[src/rtl/shift_pkg.sv]
// shift_pkg: mode/state encodings and the burst-mode predicate for univ_shift_reg.
package shift_pkg;
  localparam logic [2:0] MODE_HOLD = 3'b000;
  localparam logic [2:0] MODE_LOAD = 3'b001;
  localparam logic [2:0] MODE_SHR  = 3'b010;
  localparam logic [2:0] MODE_SHL  = 3'b011;
  localparam logic [2:0] MODE_ROR  = 3'b100;
  localparam logic [2:0] MODE_ROL  = 3'b101;
  localparam logic [2:0] MODE_ASR  = 3'b110;
  localparam logic [2:0] MODE_CLR  = 3'b111;
  localparam logic [1:0] ST_IDLE = 2'd0;
  localparam logic [1:0] ST_RUN  = 2'd1;
  localparam logic [1:0] ST_DONE = 2'd2;
  function automatic logic is_burst_mode(input logic [2:0] m);
    return (m >= MODE_SHR) && (m <= MODE_ASR);
  endfunction
endpackage

[src/rtl/shift_step.sv]
// shift_step: combinational next-value unit shared by single-cycle and burst paths.
module shift_step
  import shift_pkg::*;
#(
  parameter int WIDTH = 8
) (
  input  logic [2:0]       mode,
  input  logic [WIDTH-1:0] q,
  input  logic             shl_in,
  input  logic             shr_in,
  input  logic [WIDTH-1:0] d,
  output logic [WIDTH-1:0] nxt
);
  always_comb begin
    nxt = q;
    case (mode)
      MODE_LOAD: nxt = d;
      MODE_SHR:  nxt = {shr_in, q[WIDTH-1:1]};
      MODE_SHL:  nxt = {q[WIDTH-2:0], shl_in};
      MODE_ROR:  nxt = {q[0], q[WIDTH-1:1]};
      MODE_ROL:  nxt = {q[WIDTH-2:0], q[WIDTH-1]};
      MODE_ASR:  nxt = {q[WIDTH-1], q[WIDTH-1:1]};
      MODE_CLR:  nxt = '0;
      default:   nxt = q;
    endcase
  end
endmodule

[src/rtl/univ_shift_reg.sv]
// univ_shift_reg: parametrised universal shift register with a counted burst sequencer.
module univ_shift_reg
  import shift_pkg::*;
#(
  parameter  int WIDTH = 8,
  localparam int CW    = $clog2(WIDTH) + 1
) (
  input  logic             clk,
  input  logic             rst_n,
  input  logic [2:0]       mode,
  input  logic [WIDTH-1:0] d,
  input  logic             shl_in,
  input  logic             shr_in,
  input  logic             start,
  input  logic [CW-1:0]    cnt,
  output logic [WIDTH-1:0] q,
  output logic             shr_out,
  output logic             shl_out,
  output logic             busy,
  output logic             done
);
  logic [1:0]       state, state_nx;
  logic [2:0]       bmode;
  logic [CW-1:0]    rem;
  logic [WIDTH-1:0] q_nx;
  logic             accept, load_q;

  assign accept = (state == ST_IDLE) && start && is_burst_mode(mode) && (cnt != '0);
  // q holds on the accepting edge and throughout DONE
  assign load_q = ((state == ST_IDLE) && !accept) || (state == ST_RUN);

  shift_step #(.WIDTH(WIDTH)) u_step (
    .mode   (state == ST_RUN ? bmode : mode),
    .q      (q),
    .shl_in (shl_in),
    .shr_in (shr_in),
    .d      (d),
    .nxt    (q_nx)
  );

  always_ff @(posedge clk or negedge rst_n)
    if (!rst_n) state <= ST_IDLE;
    else state <= state_nx;

  always_comb begin
    state_nx = state;
    case (state)
      ST_IDLE: state_nx = accept ? ST_RUN : ST_IDLE;
      ST_RUN:  state_nx = (rem == CW'(1)) ? ST_DONE : ST_RUN;
      default: state_nx = ST_IDLE;
    endcase
  end

  always_comb begin
    busy = (state == ST_RUN);
    done = (state == ST_DONE);
  end

  always_ff @(posedge clk or negedge rst_n)
    if (!rst_n) begin
      q     <= '0;
      rem   <= '0;
      bmode <= MODE_HOLD;
    end else begin
      if (accept) begin
        bmode <= mode;
        rem   <= cnt;
      end else if (state == ST_RUN) begin
        rem <= rem - CW'(1);
      end
      if (load_q) q <= q_nx;
    end

  assign shr_out = q[0];
  assign shl_out = q[WIDTH-1];
endmodule
[config.mk]
export PLATFORM = sky130hd
export DESIGN_NAME = univ_shift_reg
export DESIGN_NICKNAME = d
export VERILOG_FILES = /design/src/rtl/shift_pkg.sv /design/src/rtl/shift_step.sv /design/src/rtl/univ_shift_reg.sv
export SDC_FILE = /design/constraint.sdc
export NUM_CORES = 1
export LEC_CHECK = 0
export CAP_MARGIN = 25
export CORE_MARGIN = 10
export CORE_UTILIZATION = 45
export CTS_CLUSTER_DIAMETER = 40
export DETAILED_ROUTE_END_ITERATION = 16
export PLACE_DENSITY = 0.88
export SETUP_SLACK_MARGIN = 0.2
export SYNTH_ARGS = -nofsm -noshare
export SYNTH_HDL_FRONTEND = slang
export SYNTH_SLANG_ARGS = --single-unit
export TNS_END_PERCENT = 50
[constraint.sdc]
create_clock -name clk -period 2.57 [get_ports clk]
set_input_delay 0.514 -clock clk [delete_from_list [all_inputs] [get_ports clk]]
set_output_delay 0.514 -clock clk [all_outputs]
set_load 0.03 [all_outputs]
## After elaboration in Yosys (flattened, before gate mapping)

Index checks and enable logic that the tools add are counted.

- Add/subtract/negate cells: 1
- Order comparisons: 2
- Bitwise operators: 1
- Reductions and logical operators: 14
- Multiplexer cells: 7
- Eq/ne operators: 10

Operator list:

| operator | number |
|---|---|
| 8-bit case mux with 7 select lines | 1 |
| 3-bit equality test, second input constant | 4 |
| 4-bit two-way mux | 2 |
| 7-bit nonzero test | 1 |
| 3-bit by 2-bit equality test with 1-bit output, second input constant | 2 |
| 6-bit nonzero test | 1 |
| 1-bit logical AND | 5 |
| 4-bit by 1-bit equality test with 1-bit output, second input constant | 1 |
| 2-bit case mux with 2 select lines | 1 |
| 4-bit nonzero test | 1 |
| 4-bit by 1-bit subtractor with 4-bit output, second input constant | 1 |
| 3-bit by 1-bit equality test with 1-bit output, second input constant | 1 |
| 3-bit by 2-bit greater-or-equal comparator with 1-bit output, second input constant | 1 |
| 3-bit <= comparator, second input constant | 1 |
| 3-bit two-way mux | 1 |
| 3-bit AND reduction | 1 |
| 2-bit by 1-bit equality test with 1-bit output, second input constant | 1 |
| 2-bit equality test, second input constant | 1 |
| 2-bit zero test | 1 |
| 2-bit two-way mux | 1 |
| 2-bit AND reduction | 1 |
| 2-bit nonzero test | 1 |
| 1-bit zero test | 1 |
| 1-bit logical OR | 1 |
| other kinds (2) | 2 |

- Output and inout port bits: 12
- Register bits after elaboration: 17
- Word-level logic and storage cells: 40

## Logic depth before layout (Yosys ltp)

- Word-level depth: 8
- Gate-level depth with buffers: 7

## Modules after synthesis

Synthesis repeated with hierarchy kept, for this count alone.

- Cell total of the unflattened synthesis: 128
- Area, all modules: 1197.4 µm²

Modules (own cells, without submodules):

| module | times used | cells an instance | area an instance (µm²) | sequential area each (µm²) |
|---|---|---|---|---|
| univ_shift_reg | 1 | 77 | 884.6 | 425.4 |
| shift_step | 1 | 51 | 312.8 | 0.0 |

## Worst setup path after synthesis

OpenSTA, ideal clock, no wires.

- Path kind: input -> register
- Start: input port start
- End: register q[0]
- Arrival: 1816 ps
- Library setup time: 125 ps
- Required time: 2445 ps
- Cell stages on the path: 5
- Setup slack: 629 ps
- Cells stage by stage: or3b_1 -> or4_1 -> buf_2 -> o211ai_2 -> mux2_2

- Cells in the longest elaborated chain, start to end: 7

RTL lines:

| element | RTL line | source |
|---|---|---|
| from (decl) | univ_shift_reg.sv:14 | `input logic start,` |
| 1-bit logical AND (3 in a row) | univ_shift_reg.sv:28 | `assign accept = (state == ST_IDLE) && start && is_burst_mode(mode) && (cnt != '0);` |
| 1-bit zero test | univ_shift_reg.sv:30 | `assign load_q = ((state == ST_IDLE) && !accept) \|\| (state == ST_RUN);` |
| 1-bit logical AND | univ_shift_reg.sv:30 |  |
| 1-bit logical OR | univ_shift_reg.sv:30 |  |
| 2-bit AND reduction (no source line) | -- |  |
| to (signal assigned) | univ_shift_reg.sv:71 | `if (load_q) q <= q_nx;` |
| to (decl) | univ_shift_reg.sv:16 | `output logic [WIDTH-1:0] q,` |

Every way passes these cells.
A chain may end at the register's enable or synchronous reset.

## Worst setup path in the final report

- Start: register state[1]
- End: output port done

- Cells in the longest elaborated chain, start to end: 1

RTL lines:

| element | RTL line | source |
|---|---|---|
| from (decl) | univ_shift_reg.sv:22 | `logic [1:0] state, state_nx;` |
| from (signal assigned) | univ_shift_reg.sv:43 | `else state <= state_nx;` |
| 2-bit equality test | univ_shift_reg.sv:56 | `done = (state == ST_DONE);` |
| to (decl) | univ_shift_reg.sv:20 | `output logic done` |

Every way passes these cells.

==> impl_metrics.csv <==
group,metric,value,unit
worst_hold_path,holdCritStartpoint,"bmode[0]",
placement,pre_cts_slack,183,ps
timing,final.min_clock_period,2140,ps
global_route,antenna_found_initial,0,
yosys,yosysUniqueCellTypes,38,
timing,fmax,468,MHz
clock_network,clk_latency,290,ps
global_route,track_usage,0.136,
critical_path,worstPathRequired,2060,ps
detailed_routing,ant_nets,0,
power_and_ir_drop,leakage,0.611,nW
cells_and_area,final_area,0.00141,mm2
timing,setup_viol,0,
detailed_routing,vias,986,
power_and_ir_drop,ir_worst_vdd,0.685,mV
global_route,grt_pass1_wl,4930,um
floorplan,fp-row-count,17,
clock_network,cts.sinks,17,
placement,place_area,0.00138,mm2
detailed_routing,drc,0,
critical_path,r2r_cells,6,
clock_network,cts.repair.resized,0,
clock_network,postCtsHoldBufs,0,
timing,tightest_slew,771,ps
cells_and_area,mostFrequentLayoutCells,"clkdlybuf4s50_1 (30), dfrtp_1 (17), o21ai_0 (15), nand2_1 (13), nor2_1 (8)",
critical_path,cp-start-kind,"flop",
yosys,synth-xor-area-share,0.00841,
yosys,synth_fp_nets,131,
yosys,avgSynthCellArea,9.55,um2
yosys,ys_async_sr_fraction,1.00,
clock_network,cts_tree,"done",
clock_network,post_cts.repair.setup_buffers,0,
timing,finalHoldViolations,0,
timing,fin_crit_sh,0.832,
cells_and_area,fin_nets,167,
power_and_ir_drop,power.density,1410,mW/mm2
yosys,synthAdderAreaFrac,0.0240,
critical_path,crit_start,"state[1]",
critical_path,crit_type,"flop to output port",
critical_path,cp-end-kind,"output port",
global_route,overflow,0,
yosys,postSynthCellCount,109,
global_route,grt_max_degree,18,
worst_hold_path,hold_path.class,"flop to flop",
cells_and_area,drive_above_1_share,0.132,
yosys,synth_ff_type,"dfrtp_1",
worst_hold_path,holdPathStages,1,
yosys,seq_area_frac_synth,0.409,
cells_and_area,fin_cells,172,
cells_and_area,layout_commonest_cell,"clkdlybuf4s50_1",
critical_path,worstPathArrival,1620,ps
yosys,yosys.area_share.simple,0.141,
cells_and_area,post-route-util,0.639,
floorplan,die_h,68.1,um
detailed_routing,routed_wl,2940,um
clock_network,clock_path_buffers,2,
clock_network,cts_buffers,3,
timing,final.setup.worst_slack,431,ps
yosys,netlist_area,0.00104,mm2
cells_and_area,diodes,0,
critical_path,crit_fanout,5,
yosys,synth_top_family_by_area,"compound AO/OA/AOI/OAI gates",
cells_and_area,fill_cells,197,
yosys,synth_edf_count,0,
yosys,synthMuxAreaShare,0.101,
yosys,synth_compound_area_frac,0.250,
clock_network,root_buffer,"clkbuf_4",
timing,relSlewSlack,0.485,
clock_network,clkTransAtPathRegs,110,ps
placement,dp_hpwl,2340,um
floorplan,dieArea,0.00464,mm2
yosys,yosys_warnings,0,
floorplan,die_w,68.1,um
timing,final.setup_skew,10.6,ps
timing,rsz0062_at_grt,"no",
critical_path,regToRegStartpoint,"state[1]",
power_and_ir_drop,power,1.99,mW
placement,gp_congestion,0.862,
detailed_routing,viasPerCell,5.73,
timing,final.setup.tns,0,ps
critical_path,reg2reg_to,"q[7]",
floorplan,num_io_pins,32,
placement,placed_cells,168,
placement,port_buffers,31,
detailed_routing,drt-initial-drc-count,93,
critical_path,r2r_slack,660,ps
clock_network,ctsHtreeMaxLevel,1,
cells_and_area,syn_to_final_growth,35.7,%
timing,hold_ws,545,ps
status,status,"complete, no violations",
worst_hold_path,holdPathEnd,"bmode[0]",
job,max_cap_violations,0,
timing,maxSlewViolCount,0,
floorplan,initial_core_util,0.471,
detailed_routing,wl_per_cell,17.1,um
yosys,ys_seq_elements,17,
detailed_routing,first_pass_iters,4,
global_route,grt_pass1_vias,1064,
floorplan,core,0.00221,mm2
report_power, final:
group	total, mW	switching (mW)	leakage (nW)	internal, mW
combinational	1.29	0.703	0.391	0.588
clock	0.147	0.0864	0.0150	0.0604
sequential	0.547	0.138	0.205	0.409
state kept, by name, indices dropped and copies added (netlist names):
name,count
bmode,3
q,8
rem,4
state,2
critical path, cell delays in order (launching register included):
cell             delay [ps]
dfrtp_1                 440
inv_1                    90
nor2_1                  120
clkdlybuf4s50_1         690
cell families after synthesis:
logic type,after synthesis
compound gates,37
xor+xnor,1
fa+ha+maj,2
buf+inv,12
flops,17
mux,9
simple gates,31
Yosys cell counts, types with 2 or more instances:
master    number  area share
o221ai_1       2       0.017
a21oi_1        2      0.0096
mux2i_1        2       0.019
nand2_1       13       0.047
dfrtp_1       17        0.41
o21ai_0       15       0.072
buf_2          2      0.0096
nor2_1         8       0.029
o22ai_1        2       0.012
a221o_1        7       0.067
buf_4          2       0.014
buf_6          2       0.022
inv_1          5       0.018
mux2_2         5       0.054
ha_1           2       0.024
how the worst max path moves through the flow:
stage	slack (ps)	cells after the start	end
3_5_place_dp	180	5	q[0]
6_report	430	3	done
2_1_floorplan	630	5	q[0]
3_3_place_gp	200	5	bmode[1]
5_1_grt	390	3	done
4_1_cts	240	3	busy
routing by layer:
metal,vias to the layer above,share of wire,GRT usage
li1,474,-,-
met1,471,0.43,0.153
met2,37,0.46,0.238
met3,4,0.11,0.0424
met4,0,0.0075,0.0427
met5,-,0,0
cell type report:
type / instances / area, um2 / share of cell area
clock buffer: 4 / 26.3 / 0.0186
multi-input combinational: 80 / 546 / 0.386
tap: 28 / 35.0 / 0.0248
timing repair buffer: 37 / 358 / 0.253
sequential: 17 / 425 / 0.301
inverter: 6 / 22.5 / 0.0159
Power figures use the tool's default switching activity.
